--- config.mk ---
export PLATFORM = sky130hd
export DESIGN_NAME = servo_pwm_bank
export DESIGN_NICKNAME = d
export VERILOG_FILES = /design/src/rtl/servo_pkg.sv /design/src/rtl/servo_channel.sv /design/src/rtl/servo_pwm_bank.sv
export SDC_FILE = /design/constraint.sdc
export NUM_CORES = 1
export LEC_CHECK = 0
export ABC_AREA = 1
export CAP_MARGIN = 15
export CELL_PAD_IN_SITES_DETAIL_PLACEMENT = 0
export CELL_PAD_IN_SITES_GLOBAL_PLACEMENT = 1
export CORE_MARGIN = 4
export CORE_UTILIZATION = 45
export DETAILED_ROUTE_END_ITERATION = 7
export PLACE_DENSITY = 0.92
export SLEW_MARGIN = 15
export SYNTH_ARGS = -nofsm -noshare
export SYNTH_HDL_FRONTEND = slang
export SYNTH_HIERARCHICAL = 1
export SYNTH_SLANG_ARGS = --single-unit
export TNS_END_PERCENT = 50
--- constraint.sdc ---
create_clock -name clk -period 6.7 [get_ports clk]
set_clock_uncertainty 0.1 [all_clocks]
set_input_delay 0.67 -clock clk [delete_from_list [all_inputs] [get_ports clk]]
set_output_delay 0.67 -clock clk [all_outputs]
set_load 0.02 [all_outputs]
--- src/rtl/servo_pkg.sv ---
// Shared servo constants plus clamp and slew helpers.
// Also used by the backtrack stage for its slew stepping.
package servo_pkg;

  localparam int unsigned CLK_HZ_DEF    = 100_000_000;
  localparam int unsigned US_DIV        = CLK_HZ_DEF / 1_000_000;
  localparam int unsigned PERIOD_US_DEF = 20000;
  localparam int unsigned MIN_US_DEF    = 1000;
  localparam int unsigned MAX_US_DEF    = 2000;
  localparam int unsigned CENTER_US_DEF = 1500;
  localparam int unsigned SLEW_US_DEF   = 20;

  function automatic int unsigned us_div(
    input int unsigned clk_hz
  );
    return clk_hz / 1_000_000;
  endfunction

  function automatic int unsigned clamp_us(
    input int unsigned v,
    input int unsigned lo,
    input int unsigned hi
  );
    if (v < lo) return lo;
    if (v > hi) return hi;
    return v;
  endfunction

  // A step of zero means no limit.
  function automatic int unsigned slew_step(
    input int unsigned cur,
    input int unsigned tgt,
    input int unsigned step
  );
    if (step == 0) return tgt;
    if (tgt >= cur) begin
      if (tgt - cur <= step) return tgt;
      return cur + step;
    end
    if (cur - tgt <= step) return tgt;
    return cur - step;
  endfunction

endpackage

--- src/rtl/servo_channel.sv ---
// One servo channel: frame-synchronous clamped and slewed width.
// Produces a registered pulse that is high while us_cnt < width.
module servo_channel
  import servo_pkg::*;
#(
  parameter int unsigned VAL_W     = 11,
  parameter int unsigned CNT_W     = 15,
  parameter int unsigned MIN_US    = MIN_US_DEF,
  parameter int unsigned MAX_US    = MAX_US_DEF,
  parameter int unsigned CENTER_US = CENTER_US_DEF,
  parameter int unsigned SLEW_US   = SLEW_US_DEF
) (
  input  logic             clk,
  input  logic             rst,
  input  logic             frame,
  input  logic             armed,
  input  logic             en,
  input  logic [CNT_W-1:0] us_cnt,
  input  logic [VAL_W-1:0] val,
  input  logic             inhibit,
  output logic             pwm,
  output logic [VAL_W-1:0] active
);

  logic [VAL_W-1:0] active_q;
  logic [VAL_W-1:0] active_d;
  logic [VAL_W-1:0] target;
  logic             pwm_q;
  logic             pwm_d;

  // Inhibit skips the slew limit so the servo recentres at once.
  always_comb begin
    target   = VAL_W'(clamp_us(32'(val), MIN_US, MAX_US));
    active_d = active_q;
    if (inhibit) target = VAL_W'(CENTER_US);
    if (frame) begin
      if (inhibit) active_d = target;
      else active_d = VAL_W'(slew_step(
        32'(active_q), 32'(target), SLEW_US));
    end
    pwm_d = armed && en
      && (32'(us_cnt) < 32'(active_q));
  end

  always_ff @(posedge clk) begin
    if (rst) begin
      active_q <= VAL_W'(CENTER_US);
      pwm_q    <= 1'b0;
    end else begin
      active_q <= active_d;
      pwm_q    <= pwm_d;
    end
  end

  assign pwm    = pwm_q;
  assign active = active_q;

endmodule

--- src/rtl/servo_pwm_bank.sv ---
// N-channel frame-synchronous servo PWM bank.
// Shared prescaler and us counter; widths change only at frame edges.
module servo_pwm_bank
  import servo_pkg::*;
#(
  parameter int unsigned CLK_HZ    = CLK_HZ_DEF,
  parameter int unsigned N_CH      = 3,
  parameter int unsigned VAL_W     = 11,
  parameter int unsigned PERIOD_US = PERIOD_US_DEF,
  parameter int unsigned MIN_US    = MIN_US_DEF,
  parameter int unsigned MAX_US    = MAX_US_DEF,
  parameter int unsigned CENTER_US = CENTER_US_DEF,
  parameter int unsigned SLEW_US   = SLEW_US_DEF
) (
  input  logic                    clk,
  input  logic                    rst,
  input  logic                    en,
  input  logic [N_CH*VAL_W-1:0]   val,
  input  logic [N_CH-1:0]         inhibit,
  output logic [N_CH-1:0]         pwm,
  output logic                    frame_tick,
  output logic [N_CH*VAL_W-1:0]   width_out
);

  localparam int unsigned DIV   = us_div(CLK_HZ);
  localparam int unsigned PRE_W = (DIV > 1) ? $clog2(DIV) : 1;
  localparam int unsigned CNT_W = $clog2(PERIOD_US);

  if (MAX_US >= PERIOD_US) begin : g_chk_period
    $error("MAX_US must be below PERIOD_US");
  end
  if (MIN_US > CENTER_US || CENTER_US > MAX_US) begin : g_chk_ctr
    $error("CENTER_US must lie within MIN_US..MAX_US");
  end
  if (MAX_US >= (64'd1 << VAL_W)) begin : g_chk_w
    $error("MAX_US does not fit in VAL_W bits");
  end
  if (CLK_HZ % 1_000_000 != 0 || DIV == 0) begin : g_chk_clk
    $error("CLK_HZ must be a nonzero multiple of 1 MHz");
  end

  logic [PRE_W-1:0] pre_q;
  logic [PRE_W-1:0] pre_d;
  logic [CNT_W-1:0] cnt_q;
  logic [CNT_W-1:0] cnt_d;
  logic             armed_q;
  logic             armed_d;
  logic             tick_q;
  logic             tick_d;
  logic             us_tick;
  logic             frame;

  assign us_tick = (pre_q == PRE_W'(DIV - 1));
  assign frame   = us_tick && (cnt_q == CNT_W'(PERIOD_US - 1));

  // Dropping en disarms, so a mid-frame re-enable waits a frame.
  always_comb begin
    pre_d   = us_tick ? '0 : pre_q + 1'b1;
    cnt_d   = cnt_q;
    if (frame) cnt_d = '0;
    else if (us_tick) cnt_d = cnt_q + 1'b1;
    armed_d = frame ? en : (armed_q & en);
    tick_d  = frame;
  end

  always_ff @(posedge clk) begin
    if (rst) begin
      pre_q   <= '0;
      cnt_q   <= '0;
      armed_q <= 1'b0;
      tick_q  <= 1'b0;
    end else begin
      pre_q   <= pre_d;
      cnt_q   <= cnt_d;
      armed_q <= armed_d;
      tick_q  <= tick_d;
    end
  end

  assign frame_tick = tick_q;

  for (genvar i = 0; i < N_CH; i++) begin : g_ch
    servo_channel #(
      .VAL_W     (VAL_W),
      .CNT_W     (CNT_W),
      .MIN_US    (MIN_US),
      .MAX_US    (MAX_US),
      .CENTER_US (CENTER_US),
      .SLEW_US   (SLEW_US)
    ) u_ch (
      .clk     (clk),
      .rst     (rst),
      .frame   (frame),
      .armed   (armed_q),
      .en      (en),
      .us_cnt  (cnt_q),
      .val     (val[i*VAL_W +: VAL_W]),
      .inhibit (inhibit[i]),
      .pwm     (pwm[i]),
      .active  (width_out[i*VAL_W +: VAL_W])
    );
  end

endmodule

* Word level (Yosys, flattened, before mapping) *
Cells that the tools add are included.

storage, ports and cells
  input bits = 39
  register bits = 60
  output and inout port bits = 37
  word-level logic and storage cells = 131

operators by class
  muxes and demuxes = 79
  bitwise logic cells = 1
  reduce and logical (&&, ||, !) cells = 7
  order comparisons = 18
  eq/ne operators = 2
  $add $sub $neg = 14

operator list
  operator                                                                           number
  11-bit 2-to-1 mux                                                                  33
  32-bit by 5-bit less-or-equal comparator with 1-bit output, second input constant  6
  11-bit by 11-bit subtractor with 12-bit output                                     6
  15-bit by 11-bit less-than comparator with 1-bit output                            3
  1-bit 2-to-1 mux                                                                   43
  11-bit by 5-bit adder with 11-bit output, second input constant                    3
  11-bit >= comparator                                                               3
  11-bit > comparator, second input constant                                         3
  11-bit by 10-bit less-than comparator with 1-bit output, second input constant     3
  11-bit by 5-bit subtractor with 11-bit output, second input constant               3
  10-bit 2-to-1 mux                                                                  3
  15-bit by 1-bit adder with 15-bit output, second input constant                    1
  15-bit equality test, second input constant                                        1
  7-bit by 1-bit adder with 7-bit output, second input constant                      1
  7-bit equality test, second input constant                                         1
  1-bit logical AND                                                                  5
  2-bit OR reduction                                                                 2
  1-bit AND                                                                          1

* Longest topological paths before layout *
  word-level depth = 18
  mapped depth = 27
  mapped depth without buffers = 27

* By module *
Netlist, hierarchy kept.

by module, submodules not included
  module                             cells each  area an instance (sq um)  instances
  servo_channel at g_ch[0].u_ch ...  506         2826.5                    2
  servo_channel at g_ch[2].u_ch      499         2791.4                    1
  servo_pwm_bank                     182         1266.2                    1

* Worst setup path after synthesis *
OpenSTA, ideal clock, no wires.

  kind = in2reg
  start point = input port val[0]
  end point = register g_ch[0].u_ch.active_q[1]
  buffers on the path = 0
  path slack = 3.373 ns
  arrival = 3.160 ns
  library setup time = 0.067 ns
  required time = 6.533 ns
  cell stages on the path = 22
  cell sequence = nor3_1 nand4_1 nand2_1 inv_1 nor2_1 inv_1 nor2_1 inv_1 ha_1 nand2_1 inv_2 a21oi_2 nand2_1 nor2_1 nor2_1 nor2_1 nand3_4 nand2_4 nand2_4 nor2_4 nand2_1 a21oi_2

between the ends
  longest elaborated chain between the ends = 18

RTL lines
  what                                                                                            RTL line                          source
  from (decl)                                                                                     servo_pwm_bank.sv:18              input logic [N_CH*VAL_W-1:0] val,
  11-bit > comparator or 11-bit by 10-bit less-than comparator with 1-bit output (tied branches)  servo_pkg.sv:25, servo_pkg.sv:24
  1-bit 2-to-1 mux or 10-bit 2-to-1 mux (tied branches)                                           servo_pkg.sv:25, servo_pkg.sv:24
  1-bit 2-to-1 mux or 11-bit 2-to-1 mux (tied branches)                                           servo_pkg.sv:25                   if (v > hi) return hi;
  11-bit 2-to-1 mux                                                                               servo_pkg.sv:26                   return v;
  11-bit 2-to-1 mux *                                                                             servo_pkg.sv:25
  11-bit 2-to-1 mux *                                                                             servo_channel.sv:35               if (inhibit) target = VAL_W'(CENTER_US);
  11-bit by 11-bit subtractor with 12-bit output                                                  servo_pkg.sv:37                   if (tgt - cur <= step) return tgt;
  32-bit by 5-bit less-or-equal comparator with 1-bit output                                      servo_pkg.sv:37
  (+2 left out)                                                                                   n/a
  1-bit 2-to-1 mux                                                                                servo_channel.sv:37               if (inhibit) active_d = target;
  1-bit 2-to-1 mux                                                                                servo_channel.sv:36               if (frame) begin
  11-bit 2-to-1 mux                                                                               servo_pkg.sv:38                   return cur + step;
  11-bit 2-to-1 mux                                                                               servo_pkg.sv:36                   if (tgt >= cur) begin
  11-bit 2-to-1 mux                                                                               servo_pkg.sv:40                   if (cur - tgt <= step) return tgt;
  11-bit 2-to-1 mux                                                                               servo_pkg.sv:41                   return cur - step;
  11-bit 2-to-1 mux                                                                               servo_pkg.sv:40
  11-bit 2-to-1 mux *                                                                             servo_channel.sv:37
  to (signal assigned)                                                                            servo_channel.sv:47               active_q <= VAL_W'(CENTER_US);
  to (signal assigned)                                                                            servo_channel.sv:50               active_q <= active_d;
  to (decl)                                                                                       servo_channel.sv:25               logic [VAL_W-1:0] active_q;

Every way passes the cells marked *; elsewhere a longest branch is shown, timed or not. The select of a mux whose other input is x is not followed.
A chain may end at the register's enable or synchronous reset.

* Worst setup path after layout *
  start point = input port val[11]
  end point = register g_ch[1].u_ch.active_q[0]

between the ends
  longest elaborated chain between the ends = 18

RTL lines
  what                                                                                            RTL line
  11-bit > comparator or 11-bit by 10-bit less-than comparator with 1-bit output (tied branches)  servo_pkg.sv:25, servo_pkg.sv:24
  1-bit 2-to-1 mux or 10-bit 2-to-1 mux (tied branches)                                           servo_pkg.sv:25, servo_pkg.sv:24
  1-bit 2-to-1 mux or 11-bit 2-to-1 mux (tied branches)                                           servo_pkg.sv:25
  11-bit 2-to-1 mux                                                                               servo_pkg.sv:26
  11-bit 2-to-1 mux *                                                                             servo_pkg.sv:25
  11-bit 2-to-1 mux *                                                                             servo_channel.sv:35
  11-bit by 11-bit subtractor with 12-bit output                                                  servo_pkg.sv:37
  32-bit by 5-bit less-or-equal comparator with 1-bit output                                      servo_pkg.sv:37
  (+2 left out)                                                                                   n/a
  1-bit 2-to-1 mux                                                                                servo_channel.sv:37
  1-bit 2-to-1 mux                                                                                servo_channel.sv:36
  11-bit 2-to-1 mux                                                                               servo_pkg.sv:38
  11-bit 2-to-1 mux                                                                               servo_pkg.sv:36
  11-bit 2-to-1 mux                                                                               servo_pkg.sv:40
  11-bit 2-to-1 mux                                                                               servo_pkg.sv:41
  11-bit 2-to-1 mux                                                                               servo_pkg.sv:40
  11-bit 2-to-1 mux *                                                                             servo_channel.sv:37
  to (signal assigned)                                                                            servo_channel.sv:47
  to (signal assigned)                                                                            servo_channel.sv:50
  to (decl)                                                                                       servo_channel.sv:25

Marked as above.

==> metrics.txt <==
number of synthesized register bits 60; final worst setup slack between 2 and 2.5 ns; clk_lat worst skew about 0.34 ns; ys async rst share 0%; Core ar. 21200 µm²; Bufs on Longest Clock Path 2; pwr dens between 100 and 150 nW/µm²; number of global-route vias before repair 9991; CTS tree built; site row count 53; gr ovfl total 0; Post-synth EDFFs 0; synth cell count leaders nand2_1, inv_1, nand3_1, nor2_1, ha_1; period utilisation layout 64.0%; CP required 6.87 ns; status finished clean; die area 24000 µm²; Unique masters post-synth 42; RSZ-0062 raised after global routing no; leakage 5.76 nW; Clk pin slew, worst setup/hold paths 0.06 ns; initial antenna violation count 0; CTS resizes 0; per-cell routed wire length roughly 15 µm; DR vias/cell 5.35; DRT Pass-1 Iters 5; top-area cell type share of the netlist area 20.4%; startpoint types input port; Total Routed Length 31.0 mm; maxcap violations 0; Worst Max-Slew Pin Slew about 0.69 ns; clk sinks 60; HPWL after DPL 25.0 mm; sequential share of the synthesized area about 12%; Post CTS Setup Buffer Count 0; Synth area leader nand2_1; Synthesized Nets between 1500 and 2000; detailed router's first-iteration violation count slightly below 700; first-pass GRT wire length 49.7 mm; Die H 155 µm; Ys Warns 6; Cell Area, Synth 9710 µm²; via count approximately 11000; Non-Filler Instances just over 2000; FMAX 0.233 GHz; critical path fanouts, max 11; Root Buffer clkbuf_16; Post-route DRC 0; n_diodes 0; kind of end point of the critical path register; Worst IR Drop VDD 0.124 mV; crit path time final roughly 4.3 ns; share of cells above drive strength 1 ~8.3%; largest net degree at the start of global routing 31; top post-synthesis cells by area nand2_1, ha_1, dfxtp_1; num ports 76; setup TNS 0 ns; CP Class input port to register; Slew HR a little over half; CTS hold repair buffers 0; max-slew violations 0; final core occ 51.9%; gpl congestion 0.967; Syn Inst Count 1693; Worst EP arrival between 4 and 5 ns; # setup viols final 0; Tot Pwr 1.26 mW; Main synth FF type dfxtp_1; Fin. Hold Viols 0; All-Layer GR Usage approximately 25%; DP Worst Slack 2.17 ns; chip width 155 µm; reg2reg setup slack between 3 and 4 ns; PortBufs 75; CTS buffer count 9; Max H-tree Level 3; Initial Util 45.9%; Final Net Count approximately 1900; Cells after DPL 2023; hold crit path type register to register; Syn Area/Cell 5.74 µm²; most common cell in the netlist nand2_1; Routed Antenna Nets 0; Area Growth Syn to Fin 13.0%
## sequential cells by signal, indices dropped and copies added, names as in the netlist
| register | flops |
|---|---|
| frame_tick | 1 |
| g_ch.u_ch/active | 33 |
| pre_q | 7 |
| g_ch.u_ch/pwm | 3 |
| cnt_q | 15 |
| armed_q | 1 |
## logic make-up after synthesis
kind of cell / synth area share, %
adders and majority gates: 14.4
xor gates and xnor gates: 3.97
AOI/OAI and AO/OA: 10.4
DFF: 12.4
and+or+nand+nor: 46.2
buffers and inverters: 12.7
## layout make-up
type / instances / area (µm²)
Inverter: 293 / 1100
Timing Repair Buffer: 77 / 766
Clock inverter: 7 / 52.6
Fill cell: 2244 / 10200
Clock buffer: 9 / 225
Tap cell: 275 / 344
Sequential cell: 60 / 1200
Multi-Input combinational cell: 1318 / 7280
## power by group
| group | switching, mW | leakage, nW | internal, mW | total (mW) |
|---|---|---|---|---|
| registers | 0.00143 | 0.485 | 0.358 | 0.360 |
| clock network | 0.187 | 0.136 | 0.252 | 0.439 |
| logic | 0.305 | 5.14 | 0.153 | 0.457 |
## layer usage
metal	up-vias	wire, µm	track usage, %
met2	352	14300	41.5
li1	5545	-	-
met4	0	864	8.41
met5	-	0	0
met1	4958	13900	34.2
met3	51	1870	3.25
## cells in the final DEF (no fill, tap or decap), types with 3 or more instances in the layout
| cell type | Yosys | routed |
|---|---|---|
| dfxtp_1 | 60 | 60 |
| nand3_1 | 197 | 197 |
| xor2_1 | 40 | 40 |
| inv_2 | 29 | 29 |
| a31oi_1 | 5 | 5 |
| clkinv_4 | 0 | 3 |
| nand2_2 | 21 | 21 |
| ha_1 | 107 | 107 |
| nor2_2 | 31 | 32 |
| nand2_1 | 529 | 529 |
| o211ai_1 | 20 | 20 |
| clkinv_1 | 3 | 3 |
| nor3b_1 | 4 | 4 |
| nor3_1 | 16 | 16 |
| o21ai_0 | 25 | 25 |
| fa_1 | 3 | 3 |
| xnor2_1 | 4 | 4 |
| nor2_1 | 112 | 111 |
| nor4_1 | 3 | 3 |
| nand4_1 | 42 | 42 |
| a21oi_2 | 11 | 11 |
| inv_1 | 260 | 260 |
| nand3_2 | 8 | 8 |
| clkbuf_16 | 0 | 9 |
| o21bai_1 | 4 | 4 |
| nor2_4 | 11 | 11 |
| a21oi_1 | 96 | 96 |
| clkdlybuf4s50_1 | 0 | 75 |
| nand2_4 | 8 | 8 |
| o21ai_1 | 7 | 7 |
## through the flow
stage / instance area, µm² / hold WS [ns]
2_1_floorplan: 9710 / 0.330
3_5_place_dp: 10700 / 0.357
6_report: 11000 / 0.372
4_1_cts: 11000 / 0.371
5_1_grt: 11000 / 0.418
3_3_place_gp: 10700 / 0.348
## path summary, 6_finish.rpt
check / from / endpoint / depth (start not counted)
worst max-delay path: val[11] / g_ch[1].u_ch/active[0]$_SDFFE_PP0P_ / 24
worst min register to register: pre_q[0]$_SDFF_PP0_ / pre_q[0]$_SDFF_PP0_ / 1
worst min-delay path: pre_q[0]$_SDFF_PP0_ / pre_q[0]$_SDFF_PP0_ / 1
worst max register to register: g_ch[1].u_ch/active[7]$_SDFFE_PP1P_ / g_ch[1].u_ch/active[0]$_SDFFE_PP0P_ / 16
## worst max-delay path, stage by stage
cell and delay [ns]:
clkdlybuf4s50_1 0.42, nor3_1 0.22, nand4_1 0.10, nand2_1 0.14, inv_1 0.07, nor2_1 0.17, inv_1 0.09, nor2_1 0.25
inv_1 0.08, ha_1 0.46, nand2_1 0.16, nor2_2 0.17, nand3_1 0.14, nand3_1 0.11, nand2_1 0.05, nand2_1 0.06
nand2_1 0.05, nor2_2 0.21, nand2_2 0.22, nand2_2 0.20, nand2_4 0.09, nor2_4 0.10, nand2_1 0.08, a21oi_2 0.12
Note: power is estimated with default switching activity, not from simulation.
